File: src/rtl/led_fade_pwm.sv
// RGB fade-to-target PWM driver: registered requests ramp per-channel levels one step per prescaler tick.
// Optional LED_FADE_GAMMA_EN applies a quadratic duty curve (level*level >> PWM_BITS); default is linear.
module led_fade_pwm #(
  parameter int PWM_BITS = 8,
  parameter int STEP_DIV = 4096
) (
  input  logic                clk,
  input  logic                rst,
  input  logic                in_r,
  input  logic                in_g,
  input  logic                in_b,
  output logic                led_r,
  output logic                led_g,
  output logic                led_b,
  output logic [PWM_BITS-1:0] level_r,
  output logic [PWM_BITS-1:0] level_g,
  output logic [PWM_BITS-1:0] level_b,
  output logic                busy
);

  localparam int PRE_W = (STEP_DIV > 1) ? $clog2(STEP_DIV) : 1;
  localparam logic [PWM_BITS-1:0] MAX = {PWM_BITS{1'b1}};

  logic [2:0]          req_q;
  logic [PRE_W-1:0]    pre_q, pre_d;
  logic [PWM_BITS-1:0] pwm_q, pwm_d;
  logic [PWM_BITS-1:0] lvl_q [3];
  logic [PWM_BITS-1:0] lvl_d [3];
  logic [2:0]          led_q, led_d;
  logic [2:0]          ch_busy;
  logic                step_tick;

  assign step_tick = (pre_q == PRE_W'(STEP_DIV - 1));
  assign pre_d     = step_tick ? '0 : pre_q + 1'b1;
  assign pwm_d     = pwm_q + 1'b1;

  always_comb begin
    logic [PWM_BITS-1:0]   duty;
`ifdef LED_FADE_GAMMA_EN
    logic [2*PWM_BITS-1:0] sq;
`endif
    duty    = '0;
`ifdef LED_FADE_GAMMA_EN
    sq      = '0;
`endif
    ch_busy = '0;
    led_d   = '0;
    for (int c = 0; c < 3; c++) begin
      lvl_d[c] = lvl_q[c];
      // Saturating step toward the sampled request; reversal just changes direction from here.
      if (step_tick) begin
        if (req_q[c] && (lvl_q[c] != MAX))
          lvl_d[c] = lvl_q[c] + 1'b1;
        else if (!req_q[c] && (lvl_q[c] != '0))
          lvl_d[c] = lvl_q[c] - 1'b1;
      end
`ifdef LED_FADE_GAMMA_EN
      sq   = {{PWM_BITS{1'b0}}, lvl_q[c]} * {{PWM_BITS{1'b0}}, lvl_q[c]};
      duty = sq[2*PWM_BITS-1:PWM_BITS];
`else
      duty = lvl_q[c];
`endif
      led_d[c]   = (lvl_q[c] == MAX) | (duty > pwm_q);
      ch_busy[c] = req_q[c] ? (lvl_q[c] != MAX) : (lvl_q[c] != '0);
    end
  end

  always_ff @(posedge clk or negedge rst) begin
    if (!rst) begin
      req_q <= '0;
      pre_q <= '0;
      pwm_q <= '0;
      led_q <= '0;
      for (int c = 0; c < 3; c++) lvl_q[c] <= '0;
    end else begin
      req_q <= {in_b, in_g, in_r};
      pre_q <= pre_d;
      pwm_q <= pwm_d;
      led_q <= led_d;
      for (int c = 0; c < 3; c++) lvl_q[c] <= lvl_d[c];
    end
  end

  assign led_r   = led_q[0];
  assign led_g   = led_q[1];
  assign led_b   = led_q[2];
  assign level_r = lvl_q[0];
  assign level_g = lvl_q[1];
  assign level_b = lvl_q[2];
  assign busy    = |ch_busy;

endmodule

File: config.mk
export PLATFORM = sky130hd
export DESIGN_NAME = led_fade_pwm
export DESIGN_NICKNAME = d
export VERILOG_FILES = /design/src/rtl/led_fade_pwm.sv
export SDC_FILE = /design/constraint.sdc
export NUM_CORES = 1
export LEC_CHECK = 0
export ABC_AREA = 1
export CORE_ASPECT_RATIO = 1.2
export CORE_MARGIN = 2
export CORE_UTILIZATION = 53
export DETAILED_ROUTE_END_ITERATION = 7
export GPL_ROUTABILITY_DRIVEN = 0
export PLACE_DENSITY = 0.89
export SYNTH_ARGS = -nofsm -noshare
export SYNTH_HDL_FRONTEND = slang
export SYNTH_SLANG_ARGS = --single-unit
export TNS_END_PERCENT = 10
File: constraint.sdc
create_clock -name clk -period 1.9 [get_ports clk]
set_input_delay 0.57 -clock clk [delete_from_list [all_inputs] [get_ports clk]]
set_output_delay 0.57 -clock clk [all_outputs]
set_load 0.03 [all_outputs]
==> results.md <==
- Post-Route WL: 9823 µm
- Unrepaired setup endpoints after global routing: true
- Number of fill cells: ~470
- Via density: between 5 and 6
- I/O Pins: 33
- Pins Over Slew Limit: 0
- Synth Register Bits: 50
- Synth warnings: 0
- Tightest Pin Transition: around 0.32 ns
- PortBufs: 32
- Clock Skews: between 0.004 and 0.005 ns
- Die Span X: between 70 and 80 µm
- Fmax: approximately 0.46 GHz
- Storage element area: around 0.0013 mm²
- Power density over the cells: roughly 390 mW/mm²
- Core area: roughly 0.0067 mm²
- Drt drc: 0
- Mux cell area share after synthesis: 0
- Initial antenna violation count: 0
- Post-synth top area cell: dfrtp_1
- Routed via count: approximately 3600
- Area of the multi-input gates: 0.002382 mm²
- Post-synth top area share: 0.3432
- Final period utilization: 1.142
- CP Launch Type: register
- Failing checks: negative setup slack
- Clk_lat worst skew: 0.31 ns
- Initial Util: 0.5417
- CTS buffer count: 5
- Status: finished, violations left
- PnR Total Power: 1.862 mW
- Iter 0 DRT Violations: around 210
- Vias in the first global route: about 3400
- Post-Syn Area: approximately 0.0036 mm²
- CTS tree: done
- Adder-Cell Fraction of Synth Area: 0.1675
- Fin worst setup slack: -0.2704 ns
- Clock Path Buffers: 2
- Syn Area/Cell: between 7 and 8 µm²
- Total track usage: 0.2598
- CTS clk-pin slew, worst paths: about 0.09 ns
- Crit end category: output pin
- Layout cells sized above 1: 0.2566
- Row cnt: 33
- Req. time, crit path: 1.33 ns
- Primary FF master, synth: dfrtp_1
- H-tree Lvls: 2
- Syn Nets: ~530
- Largest family of logic cells by synthesized area: simple AND/OR/NAND/NOR gates
- Net count, final: between 600 and 700
- Leak Pwr: between 2 and 3 nW
- Die Ht: 94.86 µm
- Maximum VDD drop: 247.1 µV
- Worst Setup Path Type: register to output pin
- Post-DP HPWL: about 6500 µm
- Endpoints failing hold: 0
- Slew margin rel.: 0.7895
- Diodes inserted: 0
- Synth Instances: ~480
- Worst hold path type: input pin to async pin
- CP Data Arrival Time: 1.60 ns
- Area contributors post-synth: dfrtp_1 34%, nand2_1 15%, ha_1 15%
- Layout Area Growth over Synthesis: 31.61%
- Post-synth cell types: 28
- Crit-path max FO: 5
- Synth Area in Compound Gates: 0.07207
- First-pass GRT wire length: between 15000 and 20000 µm
- DRT Pass-1 Iters: 5
- Drt wl/cell: about 15 µm
- Pin count of the biggest net entering global routing: slightly above 50
- Simple-gate area share of the yosys netlist: 0.2955
- Antenna Nets Post-Route: 0
- Max cap viols: 0
- # hold bufs at CTS: 0
- Final setup viols: 7
- Synth async-reset ratio: 1.000
- Sequential share of the synthesized area: 0.3432
- # clock sinks: 50
- Minimum clock period: between 2 and 2.5 ns
- Count leader, synth: nand2_1
- Post-synthesis xor/xnor area fraction: 0.05765
- Number of flops mapped to enable cells by yosys: 0
- Layout Utilization: 0.7130
- Root buf cell: clkbuf_8
- Gr ovfl total: 0
- Die area: approximately 0.0076 mm²
- Post-synth top cells: 149 x nand2_1, 56 x inv_1, 50 x dfrtp_1
==> cells in the final DEF, fill, tap and decap left out, types with 2 or more instances in the layout <==
cell type        count
a21oi_1             23
a21oi_2              2
buf_4               40
buf_6               11
clkbuf_8             5
clkdlybuf4s50_1      4
clkinv_2             2
dfrtp_1             26
dfrtp_2             24
dlygate4sd2_1       23
dlymetal6s2s_1       2
fa_2                 2
ha_1                39
ha_4                 5
inv_1               53
inv_2                4
nand2_1            137
nand2_2              8
nand2_4              5
nand3_1             27
nand3_2              6
nand3_4              2
nand3b_1             3
nand4_1             10
nor2_1              25
nor2_2               8
nor2_4               6
nor3_1               3
o21ai_0              9
o21ai_1              8
o21ai_2              4
or2_2                4
xnor2_1              7
xor2_1              16
==> registers in the layout (all words and copies together), names as in the netlist <==
signal and count:
level_r 8, pwm_q 8, level_g 8, led_q 3, level_b 8, req_q 3, pre_q 12
==> worst paths after layout <==
check,slack [ns],cells past startpoint,startpoint,to
min reg2reg,0.50,1,pre_q[2],pre_q[2]
min in group clk,0.50,1,pre_q[2],pre_q[2]
max in group asynchronous,1.42,2,rst,level_b[5]
max reg2reg,-0.13,12,level_b[4],level_b[5]
max,-0.27,8,level_b[0],busy
min,0.22,2,rst,pre_q[6]
==> cell families (layout without fill, tap and decap cells) <==
group,after synthesis,after routing
and+or+nand+nor,246,246
buffers and inverters,59,149
DFF,50,50
AOI/OAI and AO/OA,49,49
adders and majority gates,47,47
xor gates and xnor gates,24,24
==> through the flow <==
stage,worst slack [ns],area [µm²],cells,setup TNS [ns],hold slack [ns]
CTS,-0.2036,4602,647,-1.058,0.2459
floorplan,-0.04729,3726,475,-0.1497,0.2744
global placement,0.02722,4397,626,0,0.4776
finish,-0.2704,4798,652,-0.6213,0.2237
global route,-0.3162,4798,652,-2.093,0.2421
detailed placement,-0.04805,4397,626,-0.1464,0.4785
==> power breakdown <==
group	internal, mW	total [mW]	switching, mW	leakage [nW]
sequential	1.07	1.07	0.00617	0.623
clock	0.256	0.623	0.367	0.0450
combinational	0.0713	0.166	0.0951	1.97
total	1.39	1.86	0.468	2.64
==> worst max-delay path: stages, from the launching register on <==
cell and delay, ns:
dfrtp_2 0.42, buf_6 0.14, nor2_4 0.10, nand3_2 0.11
nor2_4 0.12, nand2_2 0.08, nand2_2 0.08, nand3_2 0.09
buf_6 0.15
==> routing by layer <==
layer,vias to the layer above,GRT usage,part of all wire
met5,-,0,0
met2,120,0.4629,0.51
met4,0,0.1580,0.052
met1,1685,0.2892,0.40
li1,1721,-,-
met3,57,0.03920,0.037
==> area by class of cell <==
cell class,instances,share of cell area
Multi-Input combinational cell,366,0.4965
Sequential cell,50,0.2670
Timing Repair Buffer,83,0.1502
Inverter,58,0.04641
Tap cell,87,0.02269
Clock buffer,6,0.01512
Clock inverter,2,0.002086
==> timing repair <==
action | in CTS | in global routing
resized for setup | 40 | 45
setup endpoints to repair | 32 | 20
pin swaps | 7 | 20
gates cloned | 0 | 0
setup buffers | 13 | 8
(Power assumes the default switching activity.)
